<file path="src/rtl/uart_reg_bridge.sv">
// 8N1 UART to register-bus bridge: command byte, optional data byte,
// single-cycle write strobe and read-back of one byte over TX.
module uart_reg_bridge #(
  parameter int UART_CLK_FREQ = 24_000_000,
  parameter int UART_BAUD     = 115_200
) (
  input  logic       clk,
  input  logic       n_reset,
  input  logic       uart_rxd,
  output logic       uart_txd,
  input  logic [7:0] rdata,
  output logic [7:0] wdata,
  output logic [6:0] addr,
  output logic       write,
  output logic       read_ack
);

  localparam int DIV = UART_CLK_FREQ / UART_BAUD;
  localparam int CW  = $clog2(DIV);
  localparam logic [CW-1:0] LAST = CW'(DIV - 1);
  localparam logic [CW-1:0] MID  = CW'(DIV / 2 - 1);

  typedef enum logic [1:0] {
    RX_IDLE, RX_START, RX_DATA, RX_STOP
  } rx_state_t;

  typedef enum logic [1:0] {
    TX_IDLE, TX_START, TX_DATA, TX_STOP
  } tx_state_t;

  typedef enum logic [1:0] {
    CMD, WDATA, RD_WAIT
  } cmd_state_t;

  logic rx_m, rx_s, rx_p;

  always_ff @(posedge clk or negedge n_reset) begin
    if (!n_reset) begin
      rx_m <= 1'b1;
      rx_s <= 1'b1;
      rx_p <= 1'b1;
    end else begin
      rx_m <= uart_rxd;
      rx_s <= rx_m;
      rx_p <= rx_s;
    end
  end

  rx_state_t     rx_st, rx_st_n;
  logic [CW-1:0] rx_cnt, rx_cnt_n;
  logic [2:0]    rx_bit, rx_bit_n;
  logic [7:0]    rx_sh, rx_sh_n;
  logic          rx_valid, rx_ferr;

  always_ff @(posedge clk or negedge n_reset) begin
    if (!n_reset) begin
      rx_st  <= RX_IDLE;
      rx_cnt <= '0;
      rx_bit <= '0;
      rx_sh  <= '0;
    end else begin
      rx_st  <= rx_st_n;
      rx_cnt <= rx_cnt_n;
      rx_bit <= rx_bit_n;
      rx_sh  <= rx_sh_n;
    end
  end

  always_comb begin
    rx_st_n  = rx_st;
    rx_cnt_n = rx_cnt + CW'(1);
    rx_bit_n = rx_bit;
    rx_sh_n  = rx_sh;
    rx_valid = 1'b0;
    rx_ferr  = 1'b0;
    unique case (rx_st)
      RX_IDLE: begin
        rx_cnt_n = '0;
        if (rx_p && !rx_s) rx_st_n = RX_START;
      end
      RX_START: begin
        // mid-bit recheck rejects short glitches
        if (rx_cnt == MID) begin
          rx_cnt_n = '0;
          rx_bit_n = '0;
          rx_st_n  = rx_s ? RX_IDLE : RX_DATA;
        end
      end
      RX_DATA: begin
        if (rx_cnt == LAST) begin
          rx_cnt_n = '0;
          rx_sh_n  = {rx_s, rx_sh[7:1]};
          rx_bit_n = rx_bit + 3'd1;
          if (rx_bit == 3'd7) rx_st_n = RX_STOP;
        end
      end
      RX_STOP: begin
        if (rx_cnt == LAST) begin
          rx_cnt_n = '0;
          rx_st_n  = RX_IDLE;
          rx_valid = rx_s;
          rx_ferr  = !rx_s;
        end
      end
    endcase
  end

  cmd_state_t cmd_st, cmd_st_n;
  tx_state_t  tx_st, tx_st_n;
  logic [6:0] addr_n;
  logic [7:0] wdata_n;
  logic       write_n, read_ack_n;
  logic       tx_idle, capture;

  // read_ack marks the capture cycle, so TX counts busy from there on
  assign tx_idle = (tx_st == TX_IDLE) && !read_ack;
  assign capture = (cmd_st == RD_WAIT) && tx_idle;

  always_ff @(posedge clk or negedge n_reset) begin
    if (!n_reset) begin
      cmd_st   <= CMD;
      addr     <= '0;
      wdata    <= '0;
      write    <= 1'b0;
      read_ack <= 1'b0;
    end else begin
      cmd_st   <= cmd_st_n;
      addr     <= addr_n;
      wdata    <= wdata_n;
      write    <= write_n;
      read_ack <= read_ack_n;
    end
  end

  always_comb begin
    cmd_st_n   = cmd_st;
    addr_n     = addr;
    wdata_n    = wdata;
    write_n    = 1'b0;
    read_ack_n = 1'b0;
    unique case (cmd_st)
      CMD: begin
        if (rx_valid) begin
          addr_n   = rx_sh[6:0];
          cmd_st_n = rx_sh[7] ? WDATA : RD_WAIT;
        end
      end
      WDATA: begin
        if (rx_valid) begin
          wdata_n  = rx_sh;
          write_n  = 1'b1;
          cmd_st_n = CMD;
        end else if (rx_ferr) begin
          cmd_st_n = CMD;
        end
      end
      RD_WAIT: begin
        if (capture) begin
          read_ack_n = 1'b1;
          cmd_st_n   = CMD;
        end else if (rx_ferr) begin
          cmd_st_n = CMD;
        end
      end
      default: cmd_st_n = CMD;
    endcase
  end

  logic [CW-1:0] tx_cnt, tx_cnt_n;
  logic [2:0]    tx_bit, tx_bit_n, tx_nb;
  logic [7:0]    tx_sh, tx_sh_n;
  logic          txd_n;

  assign tx_nb = tx_bit + 3'd1;

  always_ff @(posedge clk or negedge n_reset) begin
    if (!n_reset) begin
      tx_st    <= TX_IDLE;
      tx_cnt   <= '0;
      tx_bit   <= '0;
      tx_sh    <= '0;
      uart_txd <= 1'b1;
    end else begin
      tx_st    <= tx_st_n;
      tx_cnt   <= tx_cnt_n;
      tx_bit   <= tx_bit_n;
      tx_sh    <= tx_sh_n;
      uart_txd <= txd_n;
    end
  end

  always_comb begin
    tx_st_n  = tx_st;
    tx_cnt_n = tx_cnt + CW'(1);
    tx_bit_n = tx_bit;
    tx_sh_n  = capture ? rdata : tx_sh;
    txd_n    = uart_txd;
    unique case (tx_st)
      TX_IDLE: begin
        tx_cnt_n = '0;
        txd_n    = 1'b1;
        if (read_ack) begin
          tx_st_n = TX_START;
          txd_n   = 1'b0;
        end
      end
      TX_START: begin
        if (tx_cnt == LAST) begin
          tx_cnt_n = '0;
          tx_bit_n = '0;
          tx_st_n  = TX_DATA;
          txd_n    = tx_sh[0];
        end
      end
      TX_DATA: begin
        if (tx_cnt == LAST) begin
          tx_cnt_n = '0;
          if (tx_bit == 3'd7) begin
            tx_st_n = TX_STOP;
            txd_n   = 1'b1;
          end else begin
            tx_bit_n = tx_nb;
            txd_n    = tx_sh[tx_nb];
          end
        end
      end
      TX_STOP: begin
        if (tx_cnt == LAST) begin
          tx_cnt_n = '0;
          tx_st_n  = TX_IDLE;
        end
      end
    endcase
  end

endmodule

</file>
<file path="config.mk">
export PLATFORM = sky130hd
export DESIGN_NAME = uart_reg_bridge
export DESIGN_NICKNAME = d
export VERILOG_FILES = /design/src/rtl/uart_reg_bridge.sv
export SDC_FILE = /design/constraint.sdc
export NUM_CORES = 1
export LEC_CHECK = 0
export ABC_AREA = 1
export CORE_UTILIZATION = 50
export CTS_CLUSTER_DIAMETER = 50
export CTS_CLUSTER_SIZE = 8
export DETAILED_ROUTE_END_ITERATION = 6
export HOLD_SLACK_MARGIN = 0.15
export PLACE_DENSITY = 0.71
export SETUP_SLACK_MARGIN = 0.1
export SYNTH_ARGS = -nofsm -noshare
export SYNTH_HDL_FRONTEND = slang
export SYNTH_SLANG_ARGS = --single-unit
</file>
<file path="constraint.sdc">
create_clock -name clk -period 1.8 [get_ports clk]
set_clock_uncertainty 0.1 [all_clocks]
set_input_delay 0.45 -clock clk [delete_from_list [all_inputs] [get_ports clk]]
set_output_delay 0.45 -clock clk [all_outputs]
set_load 0.02 [all_outputs]
</file>
==> results of run 1 <==
-- worst max path at each step --
stage,from,endpoint,slack (ns),cells after the start
2_1_floorplan,rx_cnt[0],rx_st[0],0.26,9
3_3_place_gp,rx_cnt[0],wdata[3],0.12,8
3_5_place_dp,rx_cnt[0],wdata[4],0.06,8
4_1_cts,uart_txd,uart_txd,0.04,1
5_1_grt,rx_cnt[0],wdata[2],0.03,9
6_report,rx_cnt[0],wdata[2],0.11,9
-- metal layers --
metal / up-vias / track usage / part of all wire / wire (µm)
li1: 1191 / - / - / -
met1: 1096 / 0.2433 / 0.46 / 2692
met2: 40 / 0.2957 / 0.47 / 2745
met3: 15 / 0.04773 / 0.035 / 201
met4: 0 / 0.1125 / 0.029 / 170
met5: - / 0 / 0 / 0
-- cell usage after synthesis --
cell | number | share of area
a21oi_1 | 7 | 0.011
a31oi_1 | 1 | 0.0021
buf_6 | 4 | 0.015
clkinv_1 | 1 | 0.0012
dfrtp_1 | 61 | 0.50
dfstp_2 | 4 | 0.034
ha_1 | 11 | 0.045
inv_1 | 42 | 0.052
nand2_1 | 99 | 0.12
nand2_2 | 7 | 0.014
nand2_4 | 1 | 0.0037
nand3_1 | 18 | 0.030
nand3b_1 | 1 | 0.0025
nand4_1 | 2 | 0.0041
nor2_1 | 29 | 0.036
nor2_2 | 2 | 0.0041
nor2_4 | 2 | 0.0074
nor2b_1 | 1 | 0.0021
nor3_1 | 5 | 0.0082
nor3_2 | 1 | 0.0033
nor3_4 | 1 | 0.0053
nor3b_1 | 4 | 0.0099
o21ai_0 | 11 | 0.018
o21ai_1 | 11 | 0.018
o21ai_2 | 15 | 0.043
o22ai_1 | 1 | 0.0021
or2_2 | 1 | 0.0021
xnor2_1 | 1 | 0.0029
-- flip-flops by register name, indices dropped and copies added (netlist names), 3 cells and up, named ones only --
signal / cells
wdata: 8
addr: 7
tx_cnt: 8
rx_cnt: 8
rx_sh: 8
tx_bit: 3
tx_sh: 8
rx_bit: 3
-- power by group through the flow --
stage                     sequential, mW  combinational (mW)  clock, mW
after floorplan                     1.59               0.222          0
after global placement              1.59               0.314          0
after detailed placement            1.60               0.328          0
after CTS                           1.57               0.333       1.27
after global routing                1.58               0.410       1.34
final                               1.57               0.360       1.24
-- layout make-up --
| cell class | instances | area share |
|---|---|---|
| flip-flops and latches | 65 | 0.4345 |
| multi-input cells | 234 | 0.3436 |
| repair buffers | 40 | 0.1020 |
| inverters | 43 | 0.04299 |
| clock buffers | 12 | 0.04132 |
| well taps | 75 | 0.02499 |
| clock inverters | 3 | 0.01066 |
-- cells in the final DEF (no fill, tap or decap), types with 2 or more instances in the layout --
master | synthesis | routed
ha_1 | 11 | 8
dfstp_2 | 4 | 4
buf_4 | 0 | 7
nand2_4 | 1 | 5
nor3b_1 | 4 | 4
nor2_4 | 2 | 2
o21ai_2 | 15 | 16
clkdlybuf4s50_1 | 0 | 9
dlygate4sd2_1 | 0 | 17
nand3_1 | 18 | 18
clkbuf_8 | 0 | 11
inv_2 | 0 | 3
a21oi_1 | 7 | 7
dfrtp_1 | 61 | 61
o21ai_1 | 11 | 11
buf_12 | 0 | 3
nand4_1 | 2 | 2
nor2_1 | 29 | 27
nor3_2 | 1 | 2
nand2_2 | 7 | 5
ha_2 | 0 | 2
clkinv_2 | 0 | 2
inv_1 | 42 | 39
nand2_1 | 99 | 98
o21ai_0 | 11 | 10
nor3_1 | 5 | 4
nor2_2 | 2 | 4
-- critical path: stages, from the launching register on --
cell	delay, ns
dfrtp_1	0.36
ha_2	0.22
nand2_4	0.07
nor2_4	0.12
nand2_2	0.09
nor3_4	0.16
buf_12	0.15
buf_6	0.12
nand2_8	0.08
o21ai_2	0.16
-- metrics by stage --
stage / utilization / area, µm² / instances / hold WS, ns / worst slack [ns]
3_3_place_gp: 0.5835 / 3435 / 448 / 0.2565 / 0.1166
2_1_floorplan: - / 3048 / 344 / 0.05441 / 0.2593
4_1_cts: 0.6146 / 3617 / 464 / 0.2674 / 0.03842
3_5_place_dp: 0.5835 / 3435 / 448 / 0.2583 / 0.05975
6_report: 0.6380 / 3755 / 472 / 0.2663 / 0.1131
5_1_grt: 0.6380 / 3755 / 472 / 0.2730 / 0.02733
-- timing repair --
item                                    4_1_cts  5_1_grt
hold endpoints to repair                     61        0
endpoints found under the setup margin       33       47
setup buffers                                 0        6
hold buffers                                  1        0
cloned                                        0        2
pin swaps                                     0        7
resized for setup                            19       21
-- cells by family after synthesis --
group / count (synthesis) / synth area share
AOI/OAI and AO/OA: 46 / 0.09483
xor gates and xnor gates: 1 / 0.002874
adders and majority gates: 11 / 0.04516
buffers and inverters: 47 / 0.06773
DFF: 65 / 0.5353
and+or+nand+nor: 174 / 0.2541
==> impl_metrics.yaml, run 1 <==
global_route:
  grt-ovfl-total: 0
  antenna_found_initial: 0
  grt.total_usage: 0.1915
  grt_pass1_vias: 2145
  grt_max_degree: 66
  grt_pass1_wl_mm: 9.135
sta:
  tns_ns: 0
  hold_violations: 0
  rsz0062_at_grt: "true"
  max_freq_mhz: 592.8
  tightest_slew_ns: 0.6357
  finalMaxSlewViolations: 0
  finalCritPeriodShare: 0.9372
  min_period_ns: 1.687
  relSlewSlack: 0.5746
  setup_viol: 0
min_path:
  holdPathEnd: "rx_s"
  min_path_cells: 0
  hold_class: "flop to flop"
  min-delay-start: "rx_m"
setup_path:
  r2r_slack_ns: 0.11
  r2r-start: "rx_cnt[0]"
  worst-path-max-fanout: 8
  rr_worst_depth: 9
  setup.worst_path.end_class: "flop"
  cp.required_ns: 1.98
  cp.arrival_ns: 1.87
  critPathKind: "flop to flop"
  start_kind: "flop"
  r2r_end: "wdata[2]"
pwr:
  power_per_cell_area_nw_per_um2: 844.9
  switchingPower_uw: 816.8
  sw_frac_of_total: 0.2575
  fin_total_pwr_mw: 3.172
  leakage_nw: 1.852
  power_frac_clock: 0.391
  power.internal_mw: 2.356
  power.share.sequential: 0.496
  combPwrFrac: 0.113
  ir_drop_v: 0.0006200
status:
  status: "completed"
clocking:
  clkTransAtPathRegs_ns: 0.07
  cts_tree: "done"
  h-tree-depth: 3
  clk_path_buf_depth: 2
  insertion_delay_ns: 0.35
  cts_root_buf: "clkbuf_8"
  cts_buffers: 9
  clkSinkCount: 65
synth:
  syn_nets: 366
  netlist_area_um2: 3048
  avgSynthCellArea_um2: 8.860
  postSynthCellCount: 344
  synth_cell_types: 28
  synth_seq_cells: 65
  ys.warnings.count: 0
  seq_area_frac_synth: 0.5353
floorplan:
  num_rows: 28
  die_area_um2: 6412
  die_h_um: 80.08
  num_io_pins: 29
  start_util: 0.5179
  core_um2: 5886
  die_w_um: 80.08
detailed_routing:
  drt-total-wl_mm: 5.810
  vias: 2342
  drt_iter0_markers: 131
  drt-vias-per-instance: 4.962
  drc_errors: 0
  wire_per_inst_um: 12.31
  first_pass_iters: 5
  antenna_left: 0
finish:
  synthToLayoutAreaGrowth_pct: 23.19
  nets: 415
  drive_gt1_frac: 0.1864
  n_antenna_cell: 0
  multi_input_area_um2: 1290
  n_fill_cell: 493
  regArea_um2: 1632
placed_design:
  gp_congestion: 0.7710
  hpwl_mm: 3.706
  io_buffers: 28
flow_run:
  maxCapViolations: 0
(Power assumes the default switching activity.)
==> run 2: changes to the inputs <==
--- a/config.mk
+++ b/config.mk
@@ -13,6 +13,8 @@
 export HOLD_SLACK_MARGIN = 0.15
 export PLACE_DENSITY = 0.71
 export SETUP_SLACK_MARGIN = 0.1
+export SLEW_MARGIN = 20
 export SYNTH_ARGS = -nofsm -noshare
 export SYNTH_HDL_FRONTEND = slang
 export SYNTH_SLANG_ARGS = --single-unit
+export TNS_END_PERCENT = 10
==> run 2 against run 1 <==
Effect of this change: worst hold slack gained 0.0014 ns; combinational power shrank 2%; sequential share of layout area grew 0.38 points; via count shrank 0.94%; sequential cell count is the same; utilization shrank 0.55 points; setup slack lost 0.018 ns; register-to-register slack lost 0.02 ns; cell count shrank 0.42%; global-route usage is the same; sequential power is essentially flat; design area shrank 0.87%.
==> impl_metrics.yaml, run 2 (synthesis gave the netlist of run 1 again) <==
setup_path:
  r2r-start: "tx_st[0]"
  cp.required_ns: 1.92
  critPathMaxStageDelay_ns: 0.43
  critPathKind: "flop to flop"
  crit_chain: "inv_2, ha_1, inv_1, nor2_1, a21oi_1, nor2_1, inv_1, nand2_1, o21ai_0"
  rr_worst_depth: 9
  cp-startpoint: "tx_st[0]"
  worst-path-stages: 9
  crit_end: "tx_bit[2]"
  cp_top_family: "flip-flops"
  start_kind: "flop"
  cp.buffers_inverters: 3
  setup.worst_path.end_class: "flop"
  worst-path-max-fanout: 4
  critPathSlowestCell: "dfrtp_1"
  r2r_end: "tx_bit[2]"
  cp.arrival_ns: 1.83
  r2r_slack_ns: 0.09
sta:
  setup_ws_ns: 0.09460
  hold_violations: 0
  tightest_slew_ns: 0.6000
  min_period_ns: 1.705
  max_freq_mhz: 586.4
  setup_viol: 0
  rsz0062_at_grt: "true"
  finalCritPeriodShare: 0.9474
  hold_ws_ns: 0.2677
  relSlewSlack: 0.5985
  finalMaxSlewViolations: 0
detailed_routing:
  antenna_left: 0
  top_layer: "met4"
  first_pass_iters: 4
  vias: 2320
  wl_met3_um: 203
  drt_iter0_markers: 113
  drt-total-wl_mm: 5.645
  drt-vias-per-instance: 4.936
  drc_errors: 0
  wire_per_inst_um: 12.01
  met2_length_mm: 2.668
  met1_length_mm: 2.636
global_route:
  grt.total_usage: 0.1915
  grt_pass1_wl_mm: 9.135
  antenna_found_initial: 0
  grt-ovfl-total: 0
  grt_max_degree: 66
  grt_pass1_vias: 2145
flow_run:
  maxCapViolations: 0
floorplan:
  num_io_pins: 29
  die_area_um2: 6412
  num_rows: 28
  die_w_um: 80.08
  core_um2: 5886
  die_h_um: 80.08
  start_util: 0.5179
clocking:
  cts_root_buf: "clkbuf_8"
  insertion_delay_ns: 0.35
  h-tree-depth: 3
  clk_path_buf_depth: 2
  cts_buffers: 9
  cts_tree: "done"
  clkTransAtPathRegs_ns: 0.07
  clkSinkCount: 65
finish:
  n_antenna_cell: 0
  design_area_um2: 3722
  nets: 413
  synthToLayoutAreaGrowth_pct: 22.13
  final_cell_mix: "nand2_1, dfrtp_1, inv_1"
  final_common_cell: "nand2_1"
  drive_gt1_frac: 0.1747
placed_design:
  gp_congestion: 0.7710
  place_ws_ns: 0.05975
  hpwl_mm: 3.706
  io_buffers: 28
  placed_cell_area_um2: 3435
pwr:
  ir_drop_v: 0.0006200
  power_per_cell_area_nw_per_um2: 848.7
  leakage_nw: 1.848
min_path:
  hold_class: "flop to flop"
status:
  status: "completed"
## run 2: changes by cell type in the layout (fill, tap and decap cells not counted), sizes merged
cell           delta
buf               -1
nand2             -1
clkdlybuf4s15     +1
clkbuf            -1
## run 2: power by group
part	leakage, nW	total [mW]	switching, mW	internal, mW
Clock	0.102	1.23	0.532	0.703
Sequential	0.846	1.57	0.0515	1.52
Combinational	0.900	0.352	0.224	0.128
## run 2: worst min path at each step
stage | from | end | slack [ns] | cells after the start
after floorplan | n_reset | async pin | 0.05 | 0
after global placement | rx_m | rx_s | 0.26 | 0
after detailed placement | rx_m | rx_s | 0.26 | 0
after CTS | rx_m | rx_s | 0.27 | 0
after global routing | rx_s | rx_p | 0.27 | 0
final | rx_s | rx_p | 0.27 | 0
## run 2: repair_timing
action | 4_1_cts | 5_1_grt
setup endpoints to repair | 33 | 46
cloned | 0 | 1
setup buffers | 0 | 5
pin swaps | 0 | 5
hold buffers | 1 | 0
hold endpoints to repair | 61 | 0
resized for setup | 21 | 15
## run 2: layout make-up
type	count	area, µm²
Clock buffer	12	155.1
Clock inverter	3	40.04
Tap cell	75	93.84
Fill cell	493	2163
Multi-Input combinational cell	233	1271
Inverter	43	161.4
Sequential cell	65	1632
Timing Repair Buffer	39	369.1
## run 2: per-stage QoR
step	util	total power [mW]	TNS, ns	instances
6_report	0.6324	3.159	0	470
5_1_grt	0.6324	3.317	-0.02157	470
4_1_cts	0.6150	3.174	0	464
3_5_place_dp	0.5835	1.925	0	448
3_3_place_gp	0.5835	1.909	0	448
2_1_floorplan	-	1.809	0	344
## run 2: layer usage
| layer | vias to the layer above | track usage |
|---|---|---|
| li1 | 1183 | - |
| met1 | 1079 | 0.2433 |
| met2 | 46 | 0.2957 |
| met3 | 12 | 0.04773 |
| met4 | 0 | 0.1125 |
| met5 | - | 0 |
==> RTL change (config.mk and constraints of run 1) <==
`UART_BAUD`: 115_200 -> 57_600.
--- a/src/rtl/uart_reg_bridge.sv
+++ b/src/rtl/uart_reg_bridge.sv
@@ -4,3 +4,3 @@
   parameter int UART_CLK_FREQ = 24_000_000,
-  parameter int UART_BAUD     = 115_200
+  parameter int UART_BAUD     = 57_600
 ) (
Formal check against the unedited RTL: same outputs for any inputs over 10 cycles, from zero or initial values and one cycle with n_reset low; that may be too few to reach the edited logic, so the function may still have changed.
==> RTL change against run 1 <==
  * Clock power increased by 14%
  * Global-route usage grew 1.2 points
  * Setup slack worse by 0.0045 ns
  * Non-clock buffer count rose by 6
  * Sequential cell count up 2
  * Power rose by 7.8%
  * Sequential power is 4% higher
  * Final cell count is 2.5% higher
  * Sequential share of layout area down 1.6 points
  * Routed wire length down 0.72%
  * Synthesized area is 3.4% higher
  * Design area grew 7.1%
  * Critical endpoint is now wdata[1]
  * Largest power group unchanged
  * Highest routed layer unchanged
==> RTL change: results (changes against run 1) <==
| Metric | Value |
|---|---|
| Inverters | `50 (+16%)` |
| Final #Nets | `426 (+2.7%)` |
| Outcome | `completed` |
| Reg area | `1680 µm² (+3.1%)` |
| Worst skew pair latency | `0.33 ns (-0.02 ns)` |
| Relative slew margins | `54.0% (-3.4 points)` |
| First DRT Iteration DRCs | `118 (-9.9%)` |
| Footprint of the multi-input gates | `1400 µm² (+8.2%)` |
| Fraction of layout cells with a size suffix above 1 | `22.0% (+3.4 points)` |
| Synthesized Nets | `371 (+1.4%)` |
| Worst slack, placed | `0.0292 ns (-0.0305 ns)` |
| Hpwl dp | `3.72 mm (+0.28%)` |
| Ranking of synthesized cells by area | `dfrtp_1, nand2_1, inv_1` |
| Share of power burned in registers | `47.5% (-2.1 points)` |
| Pin count of the biggest net entering global routing | `68 (+3.0%)` |
| Delay of the slowest cell on the worst path | `0.40 ns (+0.04 ns)` |
| Peak fanout along the critical path | `4 (-4)` |
| Synth Area in Adders | `4.37% (-0.15 points)` |
| Most frequent cells after synthesis | `nand2_1, dfrtp_1, inv_1, nor2_1, o21ai_0` |
| Post-CTS Resized | `37 (+18)` |
| Data buffer area share | `10.7% (+0.54 points)` |
| Sequential element share of the synthesized area | `53.4% (-0.18 points)` |
| Fin cells | `484 (+2.5%)` |
| Dpl cells | `454 (+1.3%)` |
| Num sequential | `67 (+3.1%)` |
| Layout area overhead | `27.6%` |
| Vias per inst | `4.77 (-3.8%)` |
| GRT Overall Usage | `20.3% (+1.2 points)` |
| Reg2reg start | `rx_cnt[1]` |
| Max IR drop VDD | `0.551 mV (-11%)` |
| GP Congestion | `0.804 (+4.3%)` |
| #MultiIn Comb | `230 (-1.7%)` |
| Post-place instance area | `3560 µm² (+3.5%)` |
| Post-Synth XOR/XNOR Area | `0.834% (+0.55 points)` |
| Compound-Gate Fraction of Synth Area | `10.8% (+1.4 points)` |
| Clk tree area frac | `5.66% (+0.47 points)` |
| Filler cell count | `492 (-0.20%)` |
| Post-CTS setup buffer count | `6 (+6)` |
| Fraction of area in multi-input gates | `34.7% (+0.38 points)` |
| Wire length on met3 | `169 µm (-16%)` |
| WL met2 | `2.63 mm (-4.1%)` |
| Non-clk bufs | `46 (+15%)` |
| Clock group total power | `1.41 mW (+14%)` |
-- RTL change: changes by cell type in the layout (fill, tap and decap cells not counted), moves of 4 or more --
cell | run 1 | this run
buf_4 | 7 | 12
inv_1 | 39 | 45
o21ai_1 | 11 | 4
o31ai_1 | 0 | 4
o21ai_0 | 10 | 17
nor2_1 | 27 | 23
nand2_2 | 5 | 9
nand2_1 | 98 | 85
-- RTL change: per-layer routing --
| metal | up-vias | track usage, % |
|---|---|---|
| met5 | - | 0 |
| met4 | 0 | 9.11 |
| met3 | 13 | 5.17 |
| met2 | 40 | 31.1 |
| met1 | 1039 | 27.0 |
| li1 | 1219 | - |
-- RTL change: path summary, 6_finish.rpt --
path / cells past startpoint / to / slack (ns)
setup reg to reg: 11 / wdata[1] / 0.11
max in group asynchronous: 3 / rx_s / 0.71
hold reg to reg: 0 / rx_s / 0.26
setup / recovery: 11 / wdata[1] / 0.11
hold / removal: 0 / rx_s / 0.26
min in group asynchronous: 3 / rx_cnt[1] / 0.57
